--- src/rtl/fsm_onehot_seq_tx.sv ---
// Serial framing transmitter: payload MSB-first plus a 1,0,1 end marker, with zero
// stuffing so that a "101" one-hot detector fires exactly once per frame, on the last marker bit.
module fsm_onehot_seq_tx #(
  parameter int DATA_W = 8
) (
  input  logic              clk,
  input  logic              resetn,
  input  logic              in_valid,
  input  logic [DATA_W-1:0] in_data,
  output logic              in_ready,
  output logic              out,
  output logic              out_valid,
  input  logic              out_ready,
  output logic              stuff,
  output logic              frame_end,
  output logic [3:0]        rx_state
);

  localparam int CW = $clog2(DATA_W + 4);
  localparam logic [CW-1:0] CNT_M1 = CW'(DATA_W);
  localparam logic [CW-1:0] CNT_M2 = CW'(DATA_W + 1);
  localparam logic [CW-1:0] CNT_M3 = CW'(DATA_W + 2);

  localparam logic [3:0] ST_A = 4'b0001;
  localparam logic [3:0] ST_C = 4'b0100;

  typedef enum logic [2:0] {
    IDLE = 3'b001,
    DATA = 3'b010,
    MARK = 3'b100
  } state_t;

  state_t            state, state_n;
  logic [DATA_W-1:0] shreg, shreg_n, src;
  logic [CW-1:0]     cnt, cnt_n, cnt_src;
  logic              out_n, out_valid_n, stuff_n, frame_end_n;
  logic [3:0]        rx_n, mirror_upd, s_sel;
  logic              consume, pending, do_stuff, present;

  function automatic logic [3:0] det_next(input logic [3:0] s, input logic b);
    return {s[2] & b, (s[1] | s[3]) & ~b, (s[0] | s[1] | s[3]) & b, (s[0] | s[2]) & ~b};
  endfunction

  assign in_ready = (state == IDLE);
  assign consume  = out_valid & out_ready;

  always_ff @(posedge clk or negedge resetn) begin
    if (!resetn) begin
      state     <= IDLE;
      shreg     <= '0;
      cnt       <= '0;
      out       <= 1'b0;
      out_valid <= 1'b0;
      stuff     <= 1'b0;
      frame_end <= 1'b0;
      rx_state  <= ST_A;
    end else begin
      state     <= state_n;
      shreg     <= shreg_n;
      cnt       <= cnt_n;
      out       <= out_n;
      out_valid <= out_valid_n;
      stuff     <= stuff_n;
      frame_end <= frame_end_n;
      rx_state  <= rx_n;
    end
  end

  // In IDLE the pending bit comes straight from the word being accepted and the mirror
  // is unchanged; otherwise it follows the just-consumed bit.
  always_comb begin
    mirror_upd = det_next(rx_state, out);
    src        = (state == IDLE) ? in_data : shreg;
    cnt_src    = (state == IDLE) ? '0 : cnt;
    s_sel      = (state == IDLE) ? rx_state : mirror_upd;

    if (cnt_src < CNT_M1)       pending = src[DATA_W-1];
    else if (cnt_src == CNT_M2) pending = 1'b0;
    else                        pending = 1'b1;

    do_stuff = pending && (s_sel == ST_C) && (cnt_src <= CNT_M1);

    state_n     = state;
    shreg_n     = shreg;
    cnt_n       = cnt;
    out_n       = out;
    out_valid_n = out_valid;
    stuff_n     = stuff;
    frame_end_n = frame_end;
    rx_n        = rx_state;
    present     = 1'b0;

    unique case (state)
      IDLE: begin
        if (in_valid) begin
          state_n = DATA;
          present = 1'b1;
        end
      end
      DATA, MARK: begin
        if (consume) begin
          rx_n = mirror_upd;
          if (frame_end) begin
            state_n     = IDLE;
            out_valid_n = 1'b0;
            out_n       = 1'b0;
            stuff_n     = 1'b0;
            frame_end_n = 1'b0;
            cnt_n       = '0;
          end else begin
            present = 1'b1;
            if (state == DATA && !stuff && cnt == CNT_M1) state_n = MARK;
          end
        end
      end
      default: state_n = IDLE;
    endcase

    if (present) begin
      out_valid_n = 1'b1;
      if (do_stuff) begin
        out_n       = 1'b0;
        stuff_n     = 1'b1;
        frame_end_n = 1'b0;
        shreg_n     = src;
        cnt_n       = cnt_src;
      end else begin
        out_n       = pending;
        stuff_n     = 1'b0;
        frame_end_n = (cnt_src == CNT_M3);
        shreg_n     = src << 1;
        cnt_n       = cnt_src + 1'b1;
      end
    end
  end

`ifndef SYNTHESIS
  // The detector may only complete "101" on the final marker bit.
  no_early_detect: assert property (@(posedge clk) disable iff (!resetn)
    (out_valid && out_ready && out && rx_state == ST_C) |-> frame_end);
`endif

endmodule
--- config.mk ---
export PLATFORM = sky130hd
export DESIGN_NAME = fsm_onehot_seq_tx
export DESIGN_NICKNAME = d
export VERILOG_FILES = /design/src/rtl/fsm_onehot_seq_tx.sv
export SDC_FILE = /design/constraint.sdc
export NUM_CORES = 1
export LEC_CHECK = 0
export CORE_ASPECT_RATIO = 0.75
export CORE_MARGIN = 5
export CORE_UTILIZATION = 53
export DETAILED_ROUTE_END_ITERATION = 7
export GPL_TIMING_DRIVEN = 0
export PLACE_DENSITY = 0.78
export SYNTH_ARGS = -nofsm -noshare
export SYNTH_HDL_FRONTEND = slang
export SYNTH_SLANG_ARGS = --single-unit
--- constraint.sdc ---
create_clock -name clk -period 3.55 [get_ports clk]
set_input_delay 0.71 -clock clk [delete_from_list [all_inputs] [get_ports clk]]
set_output_delay 0.71 -clock clk [all_outputs]
set_load 0.005 [all_outputs]
; Word level (Yosys, flattened, before mapping)
; Index checks and enable logic that the tools add are counted.
[totals]
ff_bits = 23
in_bits = 12
output_inout_bits = 9
[op_classes]
add_sub_neg = 1
n_lt_le_gt_ge = 2
n_eq_ne = 10
mux = 32
n_bitwise = 10
n_reduce_logical = 13
[op_table]
columns = op, count
row1 = 4-bit two-way mux, 7
row2 = 1-bit two-way mux, 17
row3 = 8-bit two-way mux, 2
row4 = "4-bit == test, second input constant", 3
row5 = 3-bit two-way mux, 4
row6 = 3-bit one-hot mux with 2 select lines, 1
row7 = 3-bit AND reduction, 2
row8 = 2-bit nonzero test, 3
row9 = 1-bit AND, 5
row10 = "4-bit by 1-bit adder with 4-bit output, second input constant", 1
row11 = "4-bit by 3-bit == test with 1-bit output, second input constant", 1
row12 = "4-bit <= comparator, second input constant", 1
row13 = 1-bit logical AND, 4
row14 = "4-bit < comparator, second input constant", 1
row15 = "2-bit inequality test, second input constant", 2
row16 = 1-bit OR, 4
row17 = 2-bit AND reduction, 2
row18 = "3-bit by 1-bit == test with 1-bit output, second input constant", 1
row19 = "3-bit by 2-bit == test with 1-bit output, second input constant", 1
row20 = "3-bit == test, second input constant", 1
row21 = "3-bit inequality test, second input constant", 1
row22 = 1-bit one-hot mux with 2 select lines, 1
row23 = 2-bit OR reduction, 1
row24 = 1-bit zero test, 1
row25 = 1-bit NOT, 1

; Logic depth before layout (Yosys ltp)
; Gate-level depths: netlist of run 1.
[logic_depth]
word_depth = 9
mapped_depth = 12

; Least setup slack after synthesis of run 1
; Ideal clock, no wire load.
[synth_timing]
path_type = register to register
start = reg state[0]
end = reg shreg[6]
setup_ps = 126
arrival_ps = 2671
path_slack_ps = 752
stages_incl_launch_ff = 12
n_path_buf = 3
synth_period_minus_slack_ps = 2798
cell_sequence = dfstp_2 > buf_4 > or3b_4 > buf_6 > nand2_1 > inv_1 > ha_1 > or2b_2 > o32ai_1 > a31oi_2 > buf_6 > a221o_1
[synth_via]
elab_chain_len = 8
elab_cells_between_ends = 17
classes_between = order compare: 2 / eq/ne: 5 / mux: 7 / reduce/logical: 3
[synth_lines]
columns = item, line
row1 = "start, declared", 33  ; state_t state, state_n;
row2 = "start signal, assigned", 58  ; state <= state_n;
row3 = branches (longest 8 deep; another with 4-bit < comparator), --
row4 = "end signal, assigned", 59  ; shreg <= shreg_n;
row5 = "end, declared", 34  ; logic [DATA_W-1:0] shreg, shreg_n, src;
; Parallel ways; which one is timed is not known.
; A chain may end at the register's enable or synchronous reset.

; Worst setup path after layout of run 1
; Ends and elaborated chain as after synthesis.

==> summary.md, run 1 <==
| Metric | Value |
|---|---|
| Status | `complete, no violations` |
| Initial core utilization | `55.0%` |
| Worst path top cell family by delay | `compound AO/OA/AOI/OAI gates` |
| Drt wl/cell | `16.2 um` |
| Clk_lat worst skew | `0.32 ns` |
| Syn_nets | `167` |
| Post-synth cell types | `54` |
| Synth warn | `0` |
| Place WS | `0.473 ns` |
| F_max | `322 MHz` |
| R2R depth | `11` |
| Worst r2r src | `state[0]` |
| Most frequent CP cell | `buf_6` |
| Worst-path clk slew | `0.13 ns` |
| DRT iter0 DRCs | `60` |
| Clock Path Buffers | `2` |
| Most frequent cells in the layout | `21 x dfrtp_1, 20 x clkdlybuf4s50_1, 15 x nor2_1` |
| Synth top area cells | `dfrtp_1 37%, nor2_1 3.9%, a21oi_1 3.8%` |
| Reg2reg setup slack | `0.44 ns` |
| Setup TNS | `0 ns` |
| Post-CTS Hold Buffers | `0` |
| Avg Cell Area, Syn | `9.49 sq um` |
| Total Wirelength | `3.43 mm` |
| Post-cts resize count | `0` |
| # setup viols final | `0` |
| Synth top area share | `36.7%` |
| Commonest non-fill, non-tap cell in the layout | `dfrtp_1` |
| Core Region | `0.00260 sq mm` |
| Die Area | `0.00385 sq mm` |
| Placer Congestion | `0.868` |
| Crit start category | `flop` |
| Total power draw | `1.26 mW` |
| WP data arrival | `3.32 ns` |
| Number of diodes | `0` |
| RSZ-0062 raised after global routing | `false` |
| Post-CTS Setup Inserts | `0` |
| Worst Hold Path EP | `shreg[2]` |
| Worst vdd ir | `0.488 mV` |
| Mapped Area | `0.00143 sq mm` |
| CP max FO | `10` |
| Final cell count without fillers | `211` |
| Critical path data required time | `3.76 ns` |
| Post-synthesis async set-or-reset flop share | `100%` |
| Crit-path cells | `buf_4, or3b_4, buf_6, nand2_1, inv_1, ha_1, or2b_2, o32ai_1, a31oi_2, buf_6, a221o_1` |
| Global router's overall resource usage | `19.1%` |
| Yosys reg bits | `23` |
| Cell type of the slowest stage on the worst timing path | `dfstp_2` |
| Post-route ant nets | `0` |
| GRT overflow | `0` |
| Overall die height | `55.0 um` |
| Vias in the first global route | `1196` |
| Fin crit period | `3.11 ns` |
| Largest net degree at the start of global routing | `24` |
| TritonCTS buffer count | `3` |
| Register area share after synthesis | `40.3%` |
| Top_reg_cell synth | `dfrtp_1` |
| DR vias | `1277` |
| Synth area leader | `dfrtp_1` |
| Via-to-Cell Ratio | `6.05` |
| IO Count | `21` |
| CTS tree | `yes` |
| WS Path Type | `flop to flop` |
| Total of max-cap violations | `0` |
| DRT Pass-1 Iters | `4` |
| Setup WS post-layout | `0.440 ns` |
| Rel. slew slack | `30.8%` |
| Share of layout cells above drive strength 1 | `13.1%` |
| Hold Crit Start | `shreg[2]` |
| Final Max Tran Viols | `0` |
| Final hold violations | `0` |
| First-pass GRT wire length | `5.70 mm` |
| P_leak | `0.718 nW` |
| Clk sink count | `23` |
| Fin crit share | `87.6%` |
| # rows | `16` |
| WP buf/inv | `4` |
| Post-synth EDFFs | `0` |
| Mapped Cells | `151` |
| PD cells | `737 mW/mm^2` |
| Worst Hold Class | `flop to flop` |
| Post-route clock skew | `0.00773 ns` |
| Nets | `192` |
| Slew at the pin with the worst max-slew slack | `1.03 ns` |
| Hpwl dp | `2.54 mm` |
| Placed cells | `207` |
| Post-layout util | `65.5%` |
| Die Width | `70.0 um` |
| Slowest stage delay, CP | `0.53 ns` |
| DRC | `0` |
| Synth-to-Final Area Change | `19.0%` |
| Htree depth | `1` |
| PortBufs | `20` |
| Reg2reg end | `shreg[6]` |
| Hold Path Depth | `1` |
| Initial antenna violation count | `0` |
| Clock Tree Root | `clkbuf_4` |
| Crit. End Element | `flop` |
per-layer routing:
layer	part of all wire, %	global-route usage [%]	vias up
met5	0	0	-
met4	0.93	4.46	0
met3	6.2	5.05	4
met2	46	31.7	42
met1	47	25.6	623
li1	-	-	608
synthesized netlist by cell type (2+ instances only):
library cell and count:
ha_1 4, nor4_1 3, a31oi_1 2, nor2b_1 2, a32oi_1 2, dfrtp_1 21
nand2_1 7, mux2i_1 4, o211ai_1 2, o21a_1 3, nand2b_1 2, dfstp_2 2
a22o_2 2, nand3b_1 2, a32o_1 2, nand3_1 4, a21oi_1 11, o22ai_1 5
nor3_1 3, nor2_1 15, o21ai_0 10, and3_1 2, buf_6 4, inv_1 7
through the flow:
| stage | hold slack (ns) | instance area (sq um) |
|---|---|---|
| after floorplan | 0.414 | 1430 |
| after global routing | 0.537 | 1700 |
| after CTS | 0.520 | 1700 |
| final | 0.518 | 1700 |
| after detailed placement | 0.489 | 1680 |
| after global placement | 0.476 | 1680 |
state kept, by name (all words and copies together) (netlist names):
register and count:
rx_state 4, state 3, cnt 4, stuff 1, shreg 8, frame_end 1, out 1, out_valid 1
power breakdown:
part / switching, mW / total, mW / internal (mW) / leakage (nW)
sequential: 0.103 / 0.472 / 0.369 / 0.280
clock: 0.0818 / 0.126 / 0.0440 / 0.0150
combinational: 0.346 / 0.659 / 0.313 / 0.423
total: 0.531 / 1.26 / 0.725 / 0.718
worst max path at each step:
| stage | startpoint | depth (start not counted) | slack (ns) | end |
|---|---|---|---|---|
| after floorplan | state[0] | 11 | 0.75 | shreg[6] |
| after global placement | state[0] | 11 | 0.55 | shreg[6] |
| after detailed placement | state[0] | 11 | 0.47 | shreg[6] |
| after CTS | state[0] | 11 | 0.46 | shreg[6] |
| after global routing | state[0] | 11 | 0.30 | shreg[6] |
| final | state[0] | 11 | 0.44 | shreg[6] |
area by class of cell:
type                       count  area, sq um
tap                           36         45.0
fill                         229          898
inverter                       8         30.0
clock buffer                   4         26.3
multi-input combinational    114          768
buffer                         6         56.3
timing repair buffer          20          200
sequential                    23          578
cells by family (layout without fill, tap and decap cells):
logic type,count (synthesis),in the layout,share of synthesized area (%)
multiplexers,5,5,3.58
AO/OA/AOI/OAI,48,48,22.6
AND/OR/NAND/NOR,56,56,23.3
XOR/XNOR,1,1,0.611
flip-flops,23,23,40.3
adder cells (fa/ha/maj),4,4,3.49
buffers and inverters,14,38,6.03
No activity file was read; power rests on OpenSTA's default activity.
==> run 2, diff against run 1 <==
Settings changed: CORE_UTILIZATION 53 to 35, PLACE_DENSITY 0.78 to unset.
==> run 2 against run 1 <==
Compared with the run above: register-to-register slack better by 0.06 ns; non-clock buffer count stayed put; clock power is 36% higher; core utilization is 22 points lower; clock skew is 0.0060 ns higher; combinational power hardly changed; die area is 42% higher.
==> summary.md, run 2 (same netlist as run 1, synthesis figures left out) <==
| Metric | Value |
|---|---|
| PD cells | `745 mW/mm^2 (+1.1%)` |
| Switching Share | `41.6% (-0.70 points)` |
| Initial core utilization | `35.8% (-19 points)` |
| Biggest register | `shreg` |
| Nets | `192 (unchanged)` |
| Initial antenna violation count | `0 (unchanged)` |
| Sequential power share | `36.3% (-1.3 points)` |
| Most frequent cells in the layout | `21 x dfrtp_1, 20 x clkdlybuf4s50_1, 15 x nor2_1` |
| # rows | `20 (+4)` |
| RSZ-0062 raised after global routing | `false` |
| Worst Hold Class | `flop to flop` |
| Crit. End Element | `flop` |
| Post-cts resize count | `0 (unchanged)` |
| Placer Congestion | `0.851 (-1.9%)` |
| Post-CTS Setup Inserts | `0 (unchanged)` |
| Commonest non-fill, non-tap cell in the layout | `dfrtp_1` |
| Largest net degree at the start of global routing | `24 (unchanged)` |
| Max reg flops | `8 (unchanged)` |
| Clk_lat worst skew | `0.28 ns (-0.04 ns)` |
| Drt wl/cell | `15.9 um (-2.3%)` |
| Synth-to-Final Area Change | `22.0%` |
| Final cell count without fillers | `230 (+9.0%)` |
| Worst vdd ir | `0.402 mV (-18%)` |
| Critical path data required time | `3.72 ns (-0.04 ns)` |
| Total of max-cap violations | `0 (unchanged)` |
| Sequential cell area | `578 sq um (unchanged)` |
| Via-to-Cell Ratio | `5.55 (-8.3%)` |
| WS Path Type | `flop to flop` |
| Die Width | `83.9 um (+20%)` |
| Area of the multi-input gates | `768 sq um (unchanged)` |
| CTS tree | `yes` |
| Htree depth | `1 (unchanged)` |
| WP data arrival | `3.22 ns (-0.10 ns)` |
| Rel. slew slack | `27.0% (-3.8 points)` |
| F_max | `328 MHz (+2.0%)` |
| Slew at the pin with the worst max-slew slack | `1.09 ns (+0.0570 ns)` |
| # setup viols final | `0 (unchanged)` |
| TritonCTS buffer count | `3 (unchanged)` |
| Share of layout cells above drive strength 1 | `13.7% (+0.57 points)` |
| IO Count | `21 (unchanged)` |
| Hold Path Depth | `1 (unchanged)` |
| Clk sink count | `23 (unchanged)` |
| Post-route ant nets | `0 (unchanged)` |
| Internal cell power | `0.761 mW (+5.0%)` |
| Clock Tree Root | `clkbuf_8` |
| Global router's overall resource usage | `14.7% (-4.4 points)` |
| DR vias | `1276 (-0.078%)` |
| Die Area | `0.00549 sq mm (+42%)` |
| P_leak | `0.728 nW (+1.5%)` |
| Power share of the clock group | `13.1% (+3.1 points)` |
| Crit start category | `flop` |
| Top Registers | `shreg x8, cnt x4, rx_state x4` |
| CP max FO | `10 (unchanged)` |
| Hpwl dp | `2.64 mm (+4.1%)` |
| Final hold violations | `0 (unchanged)` |
| Logic gate share of total power | `50.6% (-1.8 points)` |
| Total Wirelength | `3.65 mm (+6.4%)` |
| DRC | `0 (unchanged)` |
| First-pass GRT wire length | `6.40 mm (+12%)` |
| Reg2reg setup slack | `0.50 ns (+0.06 ns)` |
| PortBufs | `20 (unchanged)` |
| GRT overflow | `0 (unchanged)` |
| Final Max Tran Viols | `0 (unchanged)` |
| DRT iter0 DRCs | `91 (+52%)` |
| Vias in the first global route | `1297 (+8.4%)` |
| R2R depth | `11 (unchanged)` |
| FILL cells | `403 (+76%)` |
| Post-route clock skew | `0.0137 ns (+0.00602 ns)` |
| Number of diodes | `0 (unchanged)` |
| Overall die height | `65.4 um (+19%)` |
| Fin crit period | `3.05 ns (-0.0595 ns)` |
| Core Region | `0.00400 sq mm (+54%)` |
| Setup TNS | `0 ns (unchanged)` |
| DRT Pass-1 Iters | `4 (unchanged)` |
| Worst-path clk slew | `0.09 ns (-0.04 ns)` |
| Fin crit share | `85.9% (-1.7 points)` |
| Clock Path Buffers | `2 (unchanged)` |
| Placed cells | `226 (+9.2%)` |
| Status | `complete, no violations` |
| Switching power | `0.541 mW (+2.0%)` |
| Post-CTS Hold Buffers | `0 (unchanged)` |
-- run 2: changes by cell type in the layout (fill, tap and decap cells not counted), sizes merged --
cell	previous run	this run
clkbuf	5	4
clkinv	1	2
-- run 2: worst max-delay path, cell delays in order, from the launching register on --
cell     delay (ns)
dfstp_2        0.52
buf_4          0.14
or3b_4         0.39
buf_6          0.15
nand2_1        0.13
inv_1          0.08
ha_1           0.20
or2b_2         0.28
o32ai_1        0.38
a31oi_2        0.20
buf_6          0.19
a221o_1        0.29
-- run 2: area by class of cell --
| type | instances | share of cell area [%] |
|---|---|---|
| Clock buffer | 3 | 2.36 |
| Tap cell | 55 | 3.94 |
| Timing Repair Buffer | 20 | 11.5 |
| Sequential cell | 23 | 33.1 |
| Clock inverter | 1 | 0.286 |
| Inverter | 8 | 1.72 |
| Multi-Input combinational cell | 114 | 44.0 |
| Buffer | 6 | 3.22 |
-- run 2: stage by stage --
stage	worst slack [ns]	util, %	power (mW)	hold slack (ns)	instance area (sq um)
3_5_place_dp	0.514	42.5	1.13	0.481	1700
2_1_floorplan	0.752	-	0.899	0.414	1430
5_1_grt	0.328	43.7	1.42	0.523	1750
3_3_place_gp	0.520	42.5	1.12	0.473	1700
4_1_cts	0.504	43.7	1.31	0.501	1750
6_report	0.500	43.7	1.30	0.497	1750
-- run 2: path summary, 6_finish.rpt --
path / to / from
min in group asynchronous: out / resetn
max in group asynchronous: state[1] / resetn
setup reg to reg: shreg[6] / state[0]
setup / recovery: shreg[6] / state[0]
hold / removal: shreg[4] / shreg[4]
hold reg to reg: shreg[4] / shreg[4]
-- run 2: power by group through the flow --
| stage | clock, mW | combinational [mW] | sequential [mW] |
|---|---|---|---|
| after floorplan | 0 | 0.446 | 0.453 |
| after global placement | 0 | 0.642 | 0.473 |
| after detailed placement | 0 | 0.656 | 0.477 |
| after CTS | 0.177 | 0.662 | 0.473 |
| after global routing | 0.188 | 0.735 | 0.493 |
| final | 0.171 | 0.659 | 0.473 |
-- run 2: layer usage --
layer	vias to the layer above	routed length, um	global-route usage, %
li1	605	-	-
met1	642	1850	20.7
met2	27	1630	22.5
met3	2	141	3.51
met4	0	29	4.02
met5	-	0	0
==> run 3, diff against run 2 <==
Settings changed: CAP_MARGIN set to 10, CORE_MARGIN 5 to 2.
Clock period 3.55 ns to 3.19 ns, I/O delays scaled along.
==> run 3 against run 2 <==
Compared with the run above: cell count is the same; count of clock-buffer cells in the layout is the same; clock skew shrank 0.0061 ns; power grew 11%; clock power grew 11%.
==> summary.md, run 3 (same netlist as run 1, synthesis figures left out) <==
| Metric | Value |
|---|---|
| Status | `complete, no violations` |
| Nets | `192 (unchanged)` |
| Critical path data required time | `3.35 ns (-0.37 ns)` |
| Post-layout util | `44.0% (+0.34 points)` |
| Met2 Usage GRT | `26.1% (+3.6 points)` |
| Total Wirelength | `3.51 mm (-3.8%)` |
| Hold Path Depth | `1 (unchanged)` |
| Core Region | `0.00398 sq mm (-0.62%)` |
| RSZ-0062 raised after global routing | `false` |
| F_max | `331 MHz (+0.95%)` |
| Initial core utilization | `36.0% (+0.23 points)` |
| GRT met1 Usage | `23.4% (+2.6 points)` |
| Commonest non-fill, non-tap cell in the layout | `dfrtp_1` |
| Share of layout cells above drive strength 1 | `13.7% (unchanged)` |
| Global router's overall resource usage | `16.4% (+1.7 points)` |
| Logic gate share of total power | `50.5% (about the same)` |
| First-pass GRT wire length | `5.93 mm (-7.3%)` |
| Placer Congestion | `0.899 (+5.6%)` |
| Worst r2r src | `state[0]` |
| Setup TNS | `0 ns (unchanged)` |
| Htree depth | `1 (unchanged)` |
| TritonCTS buffer count | `3 (unchanged)` |
| Final cell count without fillers | `230 (unchanged)` |
| Crit. End Element | `flop` |
| IO Count | `21 (unchanged)` |
| DR vias | `1263 (-1.0%)` |
| Crit-path cells | `buf_4, or3b_4, buf_6, nand2_1, inv_1, ha_1, or2b_2, o32ai_1, a31oi_2, buf_6, a221o_1` |
| Slew at the pin with the worst max-slew slack | `1.09 ns (-0.000439 ns)` |
| Internal cell power | `0.849 mW (+11%)` |
| GRT busiest layer | `met2` |
| # setup viols final | `0 (unchanged)` |
| Post-CTS Hold Buffers | `0 (unchanged)` |
| Largest net degree at the start of global routing | `24 (unchanged)` |
| # rows | `20 (unchanged)` |
| Placed Area | `0.00170 sq mm (unchanged)` |
| Via-to-Cell Ratio | `5.49 (-1.0%)` |
| GRT overflow | `0 (unchanged)` |
| Switching Share | `41.4% (-0.12 points)` |
| CP max FO | `10 (unchanged)` |
| WS Path Type | `flop to flop` |
| PortBufs | `20 (unchanged)` |
| Post-cts resize count | `0 (unchanged)` |
| DRC | `0 (unchanged)` |
| Max reg flops | `8 (unchanged)` |
| Fin crit share | `94.7% (+8.8 points)` |
| CTS tree | `yes` |
| Initial antenna violation count | `0 (unchanged)` |
| Biggest register | `shreg` |
| Post-route clock skew | `0.00766 ns (-0.00608 ns)` |
| Die Area | `0.00463 sq mm (-16%)` |
| Fin crit period | `3.02 ns (-0.0286 ns)` |
| Hold Crit Start | `shreg[0]` |
| PD cells | `828 mW/mm^2 (+11%)` |
| Clock Tree Root | `clkbuf_8` |
| Crit start category | `flop` |
| P_leak | `0.724 nW (-0.52%)` |
| R2R depth | `11 (unchanged)` |
| Number of diodes | `0 (unchanged)` |
| Cell type of the slowest stage on the worst timing path | `dfstp_2` |
| Setup WS post-layout | `0.169 ns (-0.331 ns)` |
| Total of max-cap violations | `0 (unchanged)` |
| Post-route ant nets | `0 (unchanged)` |
| Final hold violations | `0 (unchanged)` |
| Sequential power share | `36.4% (about the same)` |
| Rel. slew slack | `27.1% (+0.029 points)` |
| Final hold slack | `0.506 ns (+0.00866 ns)` |
| Most frequent cells in the layout | `21 x dfrtp_1, 20 x clkdlybuf4s50_1, 15 x nor2_1` |
| Synth-to-Final Area Change | `22.2%` |
| DRT Pass-1 Iters | `4 (unchanged)` |
| Die Width | `77.9 um (-7.2%)` |
| Worst-path clk slew | `0.09 ns (about the same)` |
| Met3 global-route usage | `3.81% (+0.30 points)` |
| Final Max Tran Viols | `0 (unchanged)` |
| Placed cells | `226 (unchanged)` |
| Most frequent CP cell | `buf_6` |
| Worst vdd ir | `0.350 mV (-13%)` |
| Post-CTS Setup Inserts | `0 (unchanged)` |
| DRT iter0 DRCs | `50 (-45%)` |
| WP data arrival | `3.18 ns (-0.04 ns)` |
| Vias in the first global route | `1199 (-7.6%)` |
| Top Registers | `shreg x8, cnt x4, rx_state x4` |
| Switching power | `0.601 mW (+11%)` |
| Clock Path Buffers | `2 (unchanged)` |
| Power share of the clock group | `13.1% (about the same)` |
| Slowest stage delay, CP | `0.52 ns (about the same)` |
| Place WS | `0.173 ns (-0.341 ns)` |
| Total power draw | `1.45 mW (+11%)` |
| Final instance area | `0.00175 sq mm (+0.14%)` |
| Clk sink count | `23 (unchanged)` |
| Clk_lat worst skew | `0.27 ns (about the same)` |
| CP Launch Point | `state[0]` |
| Hpwl dp | `2.62 mm (-0.90%)` |
| Worst Hold Class | `flop to flop` |
| Overall die height | `59.4 um (-9.2%)` |
| Drt wl/cell | `15.3 um (-3.8%)` |
## run 3: layout make-up
type	count	area, sq um
multi-input combinational	114	768
timing repair buffer	20	200
clock inverter	1	7.51
clock buffer	3	41.3
buffer	6	56.3
tap	55	68.8
fill	386	2230
sequential	23	578
inverter	8	30.0
## run 3: path summary, 6_finish.rpt
kind / end / slack (ns)
hold / removal: shreg[0] / 0.51
hold reg to reg: shreg[0] / 0.51
setup reg to reg: shreg[6] / 0.17
min in group asynchronous: rx_state[2] / 0.94
max in group asynchronous: cnt[3] / 1.58
setup / recovery: shreg[6] / 0.17
## run 3: critical path: cells and delay by family, from the launching register on
family,cells,cell delay (ns)
AOI/OAI and AO/OA,3,0.85
adders and majority gates,1,0.19
buffers and inverters,4,0.55
DFF,1,0.52
and+or+nand+nor,3,0.79
## run 3: power groups by stage
stage               Combinational [mW]  Sequential (mW)  Clock (mW)
finish                           0.732            0.528       0.190
global route                     0.814            0.544       0.210
CTS                              0.733            0.527       0.199
detailed placement               0.729            0.530           0
global placement                 0.716            0.525           0
floorplan                        0.496            0.504           0
## run 3: metal layers
layer	vias to the layer above	part of all wire (%)
li1	608	-
met1	613	49
met2	40	44
met3	2	7.0
met4	0	0.26
met5	-	0
